## config.mk

```make
export PLATFORM = sky130hd
export DESIGN_NAME = int_issue_queue_flat
export DESIGN_NICKNAME = d
export VERILOG_FILES = /design/src/rtl/int_issue_queue_if.sv /design/src/rtl/int_issue_queue.sv /design/src/flat_wrapper.sv
export SDC_FILE = /design/constraint.sdc
export NUM_CORES = 2
export LEC_CHECK = 0
export ABC_AREA = 1
export CAP_MARGIN = 25
export CORE_MARGIN = 2
export CORE_UTILIZATION = 40
export DETAILED_ROUTE_END_ITERATION = 7
export GPL_TIMING_DRIVEN = 0
export HOLD_SLACK_MARGIN = 0.12
export SLEW_MARGIN = 20
export SYNTH_ARGS = -nofsm -noshare
export SYNTH_HDL_FRONTEND = slang
export SYNTH_SLANG_ARGS = --single-unit
export TNS_END_PERCENT = 100
```

## constraint.sdc

```tcl
create_clock -name clk -period 6.3 [get_ports clk]
set_input_delay 0.63 -clock clk [delete_from_list [all_inputs] [get_ports clk]]
set_output_delay 0.63 -clock clk [all_outputs]
set_load 0.02 [all_outputs]
```

## src/rtl/int_issue_queue_if.sv

```systemverilog
// Dispatch, CDB snoop and CDB result handshake bundle for the integer issue queue.
// master = dispatch/CDB side, slave = issue queue.
interface int_issue_queue_if #(
  parameter int TAG_W = 6,
  parameter int XLEN  = 32
);
  logic             disp_valid;
  logic             disp_ready;
  logic [3:0]       disp_aluop;
  logic [TAG_W-1:0] disp_dest;
  logic             disp_v1;
  logic [XLEN-1:0]  disp_src1;
  logic             disp_v2;
  logic [XLEN-1:0]  disp_src2;
  logic             cdb_in_valid;
  logic [TAG_W-1:0] cdb_in_tag;
  logic [XLEN-1:0]  cdb_in_data;
  logic             cdb_out_valid;
  logic             cdb_out_ready;
  logic [TAG_W-1:0] cdb_out_tag;
  logic [XLEN-1:0]  cdb_out_data;

  modport master (
    output disp_valid, disp_aluop, disp_dest, disp_v1, disp_src1, disp_v2, disp_src2,
    output cdb_in_valid, cdb_in_tag, cdb_in_data, cdb_out_ready,
    input  disp_ready, cdb_out_valid, cdb_out_tag, cdb_out_data
  );

  modport slave (
    input  disp_valid, disp_aluop, disp_dest, disp_v1, disp_src1, disp_v2, disp_src2,
    input  cdb_in_valid, cdb_in_tag, cdb_in_data, cdb_out_ready,
    output disp_ready, cdb_out_valid, cdb_out_tag, cdb_out_data
  );
endinterface

```

## src/rtl/int_issue_queue.sv

```systemverilog
// Integer reservation station + ALU: CDB wakeup, oldest-ready issue, 1-cycle issue to CDB output reg.
// Op ready at edge E0 appears on cdb_out after E1; output held while !cdb_out_ready, dispatch stalls when full.
module int_issue_queue #(
  parameter int DEPTH = 4,
  parameter int TAG_W = 6,
  parameter int XLEN  = 32
) (
  input  logic                       clk,
  input  logic                       reset_n,
  input  logic                       flush,
  int_issue_queue_if.slave           io,
  output logic [$clog2(DEPTH+1)-1:0] occupancy
);
  localparam int IDX_W = $clog2(DEPTH);
  localparam int OCC_W = $clog2(DEPTH+1);
  localparam int SH_W  = $clog2(XLEN);

  typedef struct packed {
    logic [3:0]       aluop;
    logic [TAG_W-1:0] dest;
    logic             v1;
    logic [XLEN-1:0]  src1;
    logic             v2;
    logic [XLEN-1:0]  src2;
  } entry_t;

  entry_t           ent   [DEPTH];
  logic [DEPTH-1:0] older [DEPTH];  // older[i][j]: entry i was written before entry j
  logic [DEPTH-1:0] busy;
  logic [DEPTH-1:0] rdy;
  logic [DEPTH-1:0] oldest;
  logic [IDX_W-1:0] sel_idx;
  logic [IDX_W-1:0] free_idx;
  logic             sel_vld;
  logic             issue;
  logic             accept;
  logic             hit1;
  logic             hit2;
  entry_t           sel;
  entry_t           new_ent;
  logic [XLEN-1:0]  alu;
  logic [SH_W-1:0]  sh;
  logic             out_valid;
  logic [TAG_W-1:0] out_tag;
  logic [XLEN-1:0]  out_data;

  assign io.disp_ready    = !(&busy);
  assign io.cdb_out_valid = out_valid;
  assign io.cdb_out_tag   = out_tag;
  assign io.cdb_out_data  = out_data;

  always_comb begin
    rdy = '0;
    for (int i = 0; i < DEPTH; i++) rdy[i] = busy[i] & ent[i].v1 & ent[i].v2;
  end

  // A ready entry is oldest when no other ready entry is older than it.
  always_comb begin
    oldest  = rdy;
    sel_vld = 1'b0;
    sel_idx = '0;
    for (int i = 0; i < DEPTH; i++) begin
      for (int j = 0; j < DEPTH; j++) begin
        if (j != i && rdy[j] && older[j][i]) oldest[i] = 1'b0;
      end
      if (oldest[i]) begin
        sel_vld = 1'b1;
        sel_idx = IDX_W'(i);
      end
    end
  end

  always_comb begin
    free_idx = '0;
    for (int i = DEPTH - 1; i >= 0; i--) begin
      if (!busy[i]) free_idx = IDX_W'(i);
    end
  end

  assign issue  = sel_vld && (!out_valid || io.cdb_out_ready);
  assign accept = io.disp_valid && io.disp_ready && !flush;
  assign sel    = ent[sel_idx];
  assign sh     = sel.src2[SH_W-1:0];

  always_comb begin
    case (sel.aluop)
      4'b0000: alu = sel.src1 + sel.src2;
      4'b0001: alu = sel.src1 - sel.src2;
      4'b0010: alu = sel.src1 << sh;
      4'b0100: alu = {{(XLEN-1){1'b0}}, $signed(sel.src1) < $signed(sel.src2)};
      4'b0110: alu = {{(XLEN-1){1'b0}}, sel.src1 < sel.src2};
      4'b1000: alu = sel.src1 ^ sel.src2;
      4'b1010: alu = sel.src1 >> sh;
      4'b1011: alu = $unsigned($signed(sel.src1) >>> sh);
      4'b1100: alu = sel.src1 | sel.src2;
      4'b1110: alu = sel.src1 & sel.src2;
      default: alu = '0;
    endcase
  end

  // Dispatch-time bypass of a tag broadcast in the same cycle.
  assign hit1 = io.cdb_in_valid && !io.disp_v1 && (io.disp_src1[TAG_W-1:0] == io.cdb_in_tag);
  assign hit2 = io.cdb_in_valid && !io.disp_v2 && (io.disp_src2[TAG_W-1:0] == io.cdb_in_tag);

  always_comb begin
    new_ent.aluop = io.disp_aluop;
    new_ent.dest  = io.disp_dest;
    new_ent.v1    = io.disp_v1 | hit1;
    new_ent.src1  = hit1 ? io.cdb_in_data : io.disp_src1;
    new_ent.v2    = io.disp_v2 | hit2;
    new_ent.src2  = hit2 ? io.cdb_in_data : io.disp_src2;
  end

  always_comb begin
    occupancy = '0;
    for (int i = 0; i < DEPTH; i++) occupancy = occupancy + OCC_W'(busy[i]);
  end

  always_ff @(posedge clk or negedge reset_n) begin
    if (!reset_n) begin
      busy      <= '0;
      out_valid <= 1'b0;
      out_tag   <= '0;
      out_data  <= '0;
      for (int i = 0; i < DEPTH; i++) begin
        ent[i]   <= '0;
        older[i] <= '0;
      end
    end else if (flush) begin
      busy      <= '0;
      out_valid <= 1'b0;
    end else begin
      for (int i = 0; i < DEPTH; i++) begin
        if (busy[i] && io.cdb_in_valid) begin
          if (!ent[i].v1 && ent[i].src1[TAG_W-1:0] == io.cdb_in_tag) begin
            ent[i].v1   <= 1'b1;
            ent[i].src1 <= io.cdb_in_data;
          end
          if (!ent[i].v2 && ent[i].src2[TAG_W-1:0] == io.cdb_in_tag) begin
            ent[i].v2   <= 1'b1;
            ent[i].src2 <= io.cdb_in_data;
          end
        end
      end
      if (issue) begin
        busy[sel_idx] <= 1'b0;
        out_valid     <= 1'b1;
        out_tag       <= sel.dest;
        out_data      <= alu;
      end else if (io.cdb_out_ready) begin
        out_valid <= 1'b0;
      end
      if (accept) begin
        busy[free_idx] <= 1'b1;
        ent[free_idx]  <= new_ent;
        for (int j = 0; j < DEPTH; j++) begin
          older[free_idx][j] <= 1'b0;
          older[j][free_idx] <= (IDX_W'(j) != free_idx);
        end
      end
    end
  end
endmodule

```

## src/flat_wrapper.sv

```systemverilog
// flat-port wrapper written by rule: the top's interface ports become plain ports
module int_issue_queue_flat 
#(
  parameter int DEPTH = 4,
  parameter int TAG_W = 6,
  parameter int XLEN  = 32
)
  (clk, reset_n, flush, occupancy, io_disp_valid, io_disp_aluop, io_disp_dest, io_disp_v1, io_disp_src1, io_disp_v2, io_disp_src2, io_cdb_in_valid, io_cdb_in_tag, io_cdb_in_data, io_cdb_out_ready, io_disp_ready, io_cdb_out_valid, io_cdb_out_tag, io_cdb_out_data);
  int_issue_queue_if #(.TAG_W(TAG_W), .XLEN(XLEN)) io_i ();
  input  logic clk;
  input  logic reset_n;
  input  logic flush;
  output logic [$clog2(DEPTH+1)-1:0] occupancy;
  input wire logic [$bits(io_i.disp_valid)-1:0] io_disp_valid;
  input wire logic [$bits(io_i.disp_aluop)-1:0] io_disp_aluop;
  input wire logic [$bits(io_i.disp_dest)-1:0] io_disp_dest;
  input wire logic [$bits(io_i.disp_v1)-1:0] io_disp_v1;
  input wire logic [$bits(io_i.disp_src1)-1:0] io_disp_src1;
  input wire logic [$bits(io_i.disp_v2)-1:0] io_disp_v2;
  input wire logic [$bits(io_i.disp_src2)-1:0] io_disp_src2;
  input wire logic [$bits(io_i.cdb_in_valid)-1:0] io_cdb_in_valid;
  input wire logic [$bits(io_i.cdb_in_tag)-1:0] io_cdb_in_tag;
  input wire logic [$bits(io_i.cdb_in_data)-1:0] io_cdb_in_data;
  input wire logic [$bits(io_i.cdb_out_ready)-1:0] io_cdb_out_ready;
  output wire logic [$bits(io_i.disp_ready)-1:0] io_disp_ready;
  output wire logic [$bits(io_i.cdb_out_valid)-1:0] io_cdb_out_valid;
  output wire logic [$bits(io_i.cdb_out_tag)-1:0] io_cdb_out_tag;
  output wire logic [$bits(io_i.cdb_out_data)-1:0] io_cdb_out_data;
  assign io_i.disp_valid = io_disp_valid;
  assign io_i.disp_aluop = io_disp_aluop;
  assign io_i.disp_dest = io_disp_dest;
  assign io_i.disp_v1 = io_disp_v1;
  assign io_i.disp_src1 = io_disp_src1;
  assign io_i.disp_v2 = io_disp_v2;
  assign io_i.disp_src2 = io_disp_src2;
  assign io_i.cdb_in_valid = io_cdb_in_valid;
  assign io_i.cdb_in_tag = io_cdb_in_tag;
  assign io_i.cdb_in_data = io_cdb_in_data;
  assign io_i.cdb_out_ready = io_cdb_out_ready;
  assign io_disp_ready = io_i.disp_ready;
  assign io_cdb_out_valid = io_i.cdb_out_valid;
  assign io_cdb_out_tag = io_i.cdb_out_tag;
  assign io_cdb_out_data = io_i.cdb_out_data;
  int_issue_queue #(.DEPTH(DEPTH), .TAG_W(TAG_W), .XLEN(XLEN)) u_core (.clk(clk), .reset_n(reset_n), .flush(flush), .io(io_i), .occupancy(occupancy));
endmodule
```

==> flow_summary_export.csv <==
group,metric,value,unit
run_status,status,"finished, final reports clean",
job,cap_violations,0,
clock_network,insertion_delay,0.65,ns
placed_design,hpwl,133,mm
power,power_leakage,16.2,nW
clock_network,cts_sinks,359,
global_routing,grt_max_degree,84,
timing,hold_violations,0,
power,power.total,10.8,mW
yosys,yosys_warnings,0,
cells_and_area,nets,5295,
routing,wirelength,171,mm
power,p_sw_frac,0.462,
floorplan,dieArea,79600,µm²
placed_design,io_buffers,157,
power,clkPwrFrac,0.257,
power,power_density,303,nW/µm²
worst_setup_path,cp-start-kind,"flip-flop",
power,peakVddDrop,0.226,mV
yosys,synth_nets,5085,
timing,worstMarginPinSlew,1.19,ns
floorplan,row_count,101,
global_routing,grt_overflow,0,
cells_and_area,syn_to_final_growth,15.1,%
routing,vias_per_cell,6.03,
timing,period_needed,6.15,ns
cells_and_area,drive_above_1_share,0.0538,
floorplan,io_pins,163,
worst_setup_path,cp_max_fo,11,
power,switching_power,4.99,mW
power,p_int,5.81,mW
yosys,synth.top_cell.area_share,0.290,
routing,wire_per_inst,27.9,µm
yosys,async_flop_share,1.00,
yosys,synth_cell_types,51,
yosys,synth_edf_count,0,
floorplan,initial_utilization,0.406,
clock_network,cts_root_buf,"clkbuf_16",
global_routing,track_usage,0.423,
worst_setup_path,critical_path_class,"flip-flop to flip-flop",
global_routing,grt_pass1_vias,35100,
routing,first_pass_iters,6,
clock_network,htreeDepth,2,
timing,relSlewSlack,0.205,
global_routing,grt_use_met3,0.0952,
timing,skew,0.0749,ns
yosys,syn_inst,4863,
floorplan,core_area,76200,µm²
routing,vias,37100,
timing,period_share,0.976,
cells_and_area,stdcell_area,35600,µm²
placed_design,gp_congestion,1.05,
power,p_comb_frac,0.468,
placed_design,placed_area,34000,µm²
yosys,synthFlopType,"dfrtp_1",
routing,drtIter0Drc,4996,
yosys,synth_area_leaders,"dfrtp_1, nand2_1, o21ai_0",
power,sequentialPowerShare,0.275,
global_routing,met2_usage,0.637,
worst_setup_path,crit_path_end_kind,"flip-flop",
global_routing,grt_pass1_wl,245,mm
timing,finalSetupViolCount,0,
global_routing,met1_usage,0.540,
yosys,synth_top_cell_by_area,"dfrtp_1",
yosys,synth.yosys.seq_area_share,0.290,
cells_and_area,fill_cells,8196,
yosys,yosys-top-cells-count,"nand2_1, o21ai_0, nand3_1",
yosys,synthesis.area,30900,µm²
clock_network,cts_made_buffers,47,
clock_network,cts_tree,"yes",
placed_design,place_inst,6056,
global_routing,antenna_found_initial,5,
floorplan,dieHeight,282,µm
global_routing,busiest_layer,"met2",
cells_and_area,final_cells,6143,
timing,fmax,0.163,GHz
hold_path,hold_path.class,"primary input to async pin",
clock_network,clkSlewWorstSetupHoldPaths,0.06,ns
worst_setup_path,crit_arrival,6.62,ns
yosys,synth.most_common_cell,"nand2_1",
worst_setup_path,required,6.77,ns
routing,ant_nets,0,
floorplan,dieWidth,282,µm
yosys,ys_ff_latch,359,
cells_and_area,post-route-util,0.467,
routing,remaining_drc_errors,0,
yosys,synth.avg_cell_area,6.36,µm²
timing,drv_slew,0,
cells_and_area,seqCellArea,8990,µm²
cells_and_area,multi_input_area,18800,µm²
clock_network,cts_max_path_buffers,3,
-- critical path, cell delays in order, from the launching register on --
cell and delay (ns):
dfrtp_1 0.48, inv_1 0.21, nor2_2 0.26, o21ai_1 0.12
nor2_2 0.27, nor2_1 0.11, inv_2 0.25, o22ai_1 0.16
nor2_4 0.26, buf_2 0.36, clkbuf_4 0.35, ha_1 0.15
clkbuf_1 0.31, inv_1 0.19, a21oi_1 0.33, nand2_1 0.30
a21oi_1 0.36, o21bai_1 0.16, a21oi_1 0.30, o21bai_1 0.13
nand2_1 0.08, o21ai_0 0.07, nand2_1 0.17, nand2_1 0.07
inv_1 0.05, nand4_1 0.15, o21ai_1 0.28, nand2_1 0.07
-- logic make-up (layout without fill, tap and decap cells) --
kind of cell | Yosys count | count (layout) | share of synthesized area
AOI/OAI and AO/OA | 1403 | 1403 | 0.247
xor gates and xnor gates | 57 | 57 | 0.0161
adders and majority gates | 102 | 102 | 0.0420
buffers and inverters | 803 | 1047 | 0.105
DFF | 359 | 359 | 0.290
other | 0 | 6 | 0
and+or+nand+nor | 2139 | 2139 | 0.300
-- area by class of cell --
cell class	count	share of cell area
Sequential cell	359	0.252
Buffer	316	0.0406
Inverter	484	0.0510
Tap cell	1030	0.0362
Timing Repair Buffer	164	0.0486
Antenna cell	6	0.000422
Clock buffer	73	0.0403
Multi-Input combinational cell	3701	0.527
Clock inverter	10	0.00351
-- metrics by stage --
step	TNS [ns]	hold slack [ns]	worst slack (ns)
finish	0	0.468	0.148
floorplan	0	0.334	2.29
CTS	0	0.474	0.0358
detailed placement	-1.95	0.460	-0.363
global route	-0.0217	0.493	-0.0217
global placement	-4585.18	0.456	-12.88
-- power groups by stage --
stage / registers (mW) / clock network (mW) / logic, mW
floorplan: 3.05 / 0 / 2.84
detailed placement: 2.99 / 0 / 4.85
finish: 2.97 / 2.78 / 5.05
global route: 3.01 / 2.87 / 5.43
global placement: 3.00 / 0 / 4.85
CTS: 2.96 / 2.78 / 4.87
-- timing repair --
action | 4_1_cts | 5_1_grt
hold buffers | 1 | 0
gates resized for setup | 8 | 34
setup endpoints to repair | 18 | 17
setup buffers | 0 | 0
hold endpoints to repair | 41 | 0
-- layout by cell type, fill, tap and decap left out, types with 11 or more instances in the layout --
master / instances
ha_1: 99
clkbuf_8: 16
inv_1: 465
nor2_2: 14
buf_2: 47
buf_1: 30
nand3_1: 518
xnor2_1: 14
a21oi_1: 453
o21ai_1: 36
clkbuf_16: 47
inv_2: 17
o211ai_1: 82
nand3_2: 20
dfrtp_1: 357
o21bai_1: 12
clkbuf_1: 203
nand2_1: 1216
o21a_1: 31
buf_4: 26
o22ai_1: 60
nand4_1: 36
clkdlybuf4s50_1: 156
xor2_1: 43
a22o_1: 22
o21ai_0: 660
nor4_1: 12
nor2_1: 250
nor3_1: 20
buf_6: 11
-- path summary, 6_finish.rpt --
path	start	to	slack, ns	depth (start not counted)
min reg2reg	u_core.ent[296]	u_core.ent[296]	0.47	2
min in group clk	u_core.ent[296]	u_core.ent[296]	0.47	2
min	reset_n	u_core.io.cdb_out_tag[3]	0.47	2
max reg2reg	u_core.ent[65]	u_core.io.cdb_out_data[14]	0.15	27
max in group asynchronous	reset_n	u_core.ent[51]	3.70	7
max	u_core.ent[65]	u_core.io.cdb_out_data[14]	0.15	27
-- sequential cells by signal, indices dropped and copies added (netlist names), named ones only --
signal                   cells
u_core.older                 4
u_core.io.cdb_out_valid      1
u_core.ent                 304
u_core.io.cdb_out_data      32
u_core.busy                  4
u_core.io.cdb_out_tag        6
-- layer usage --
metal	up-vias	part of all wire
li1	16700	-
met2	2274	0.42
met3	517	0.11
met1	17600	0.39
met4	2	0.080
met5	-	0.000076
Note: power is estimated with default switching activity, not from simulation.
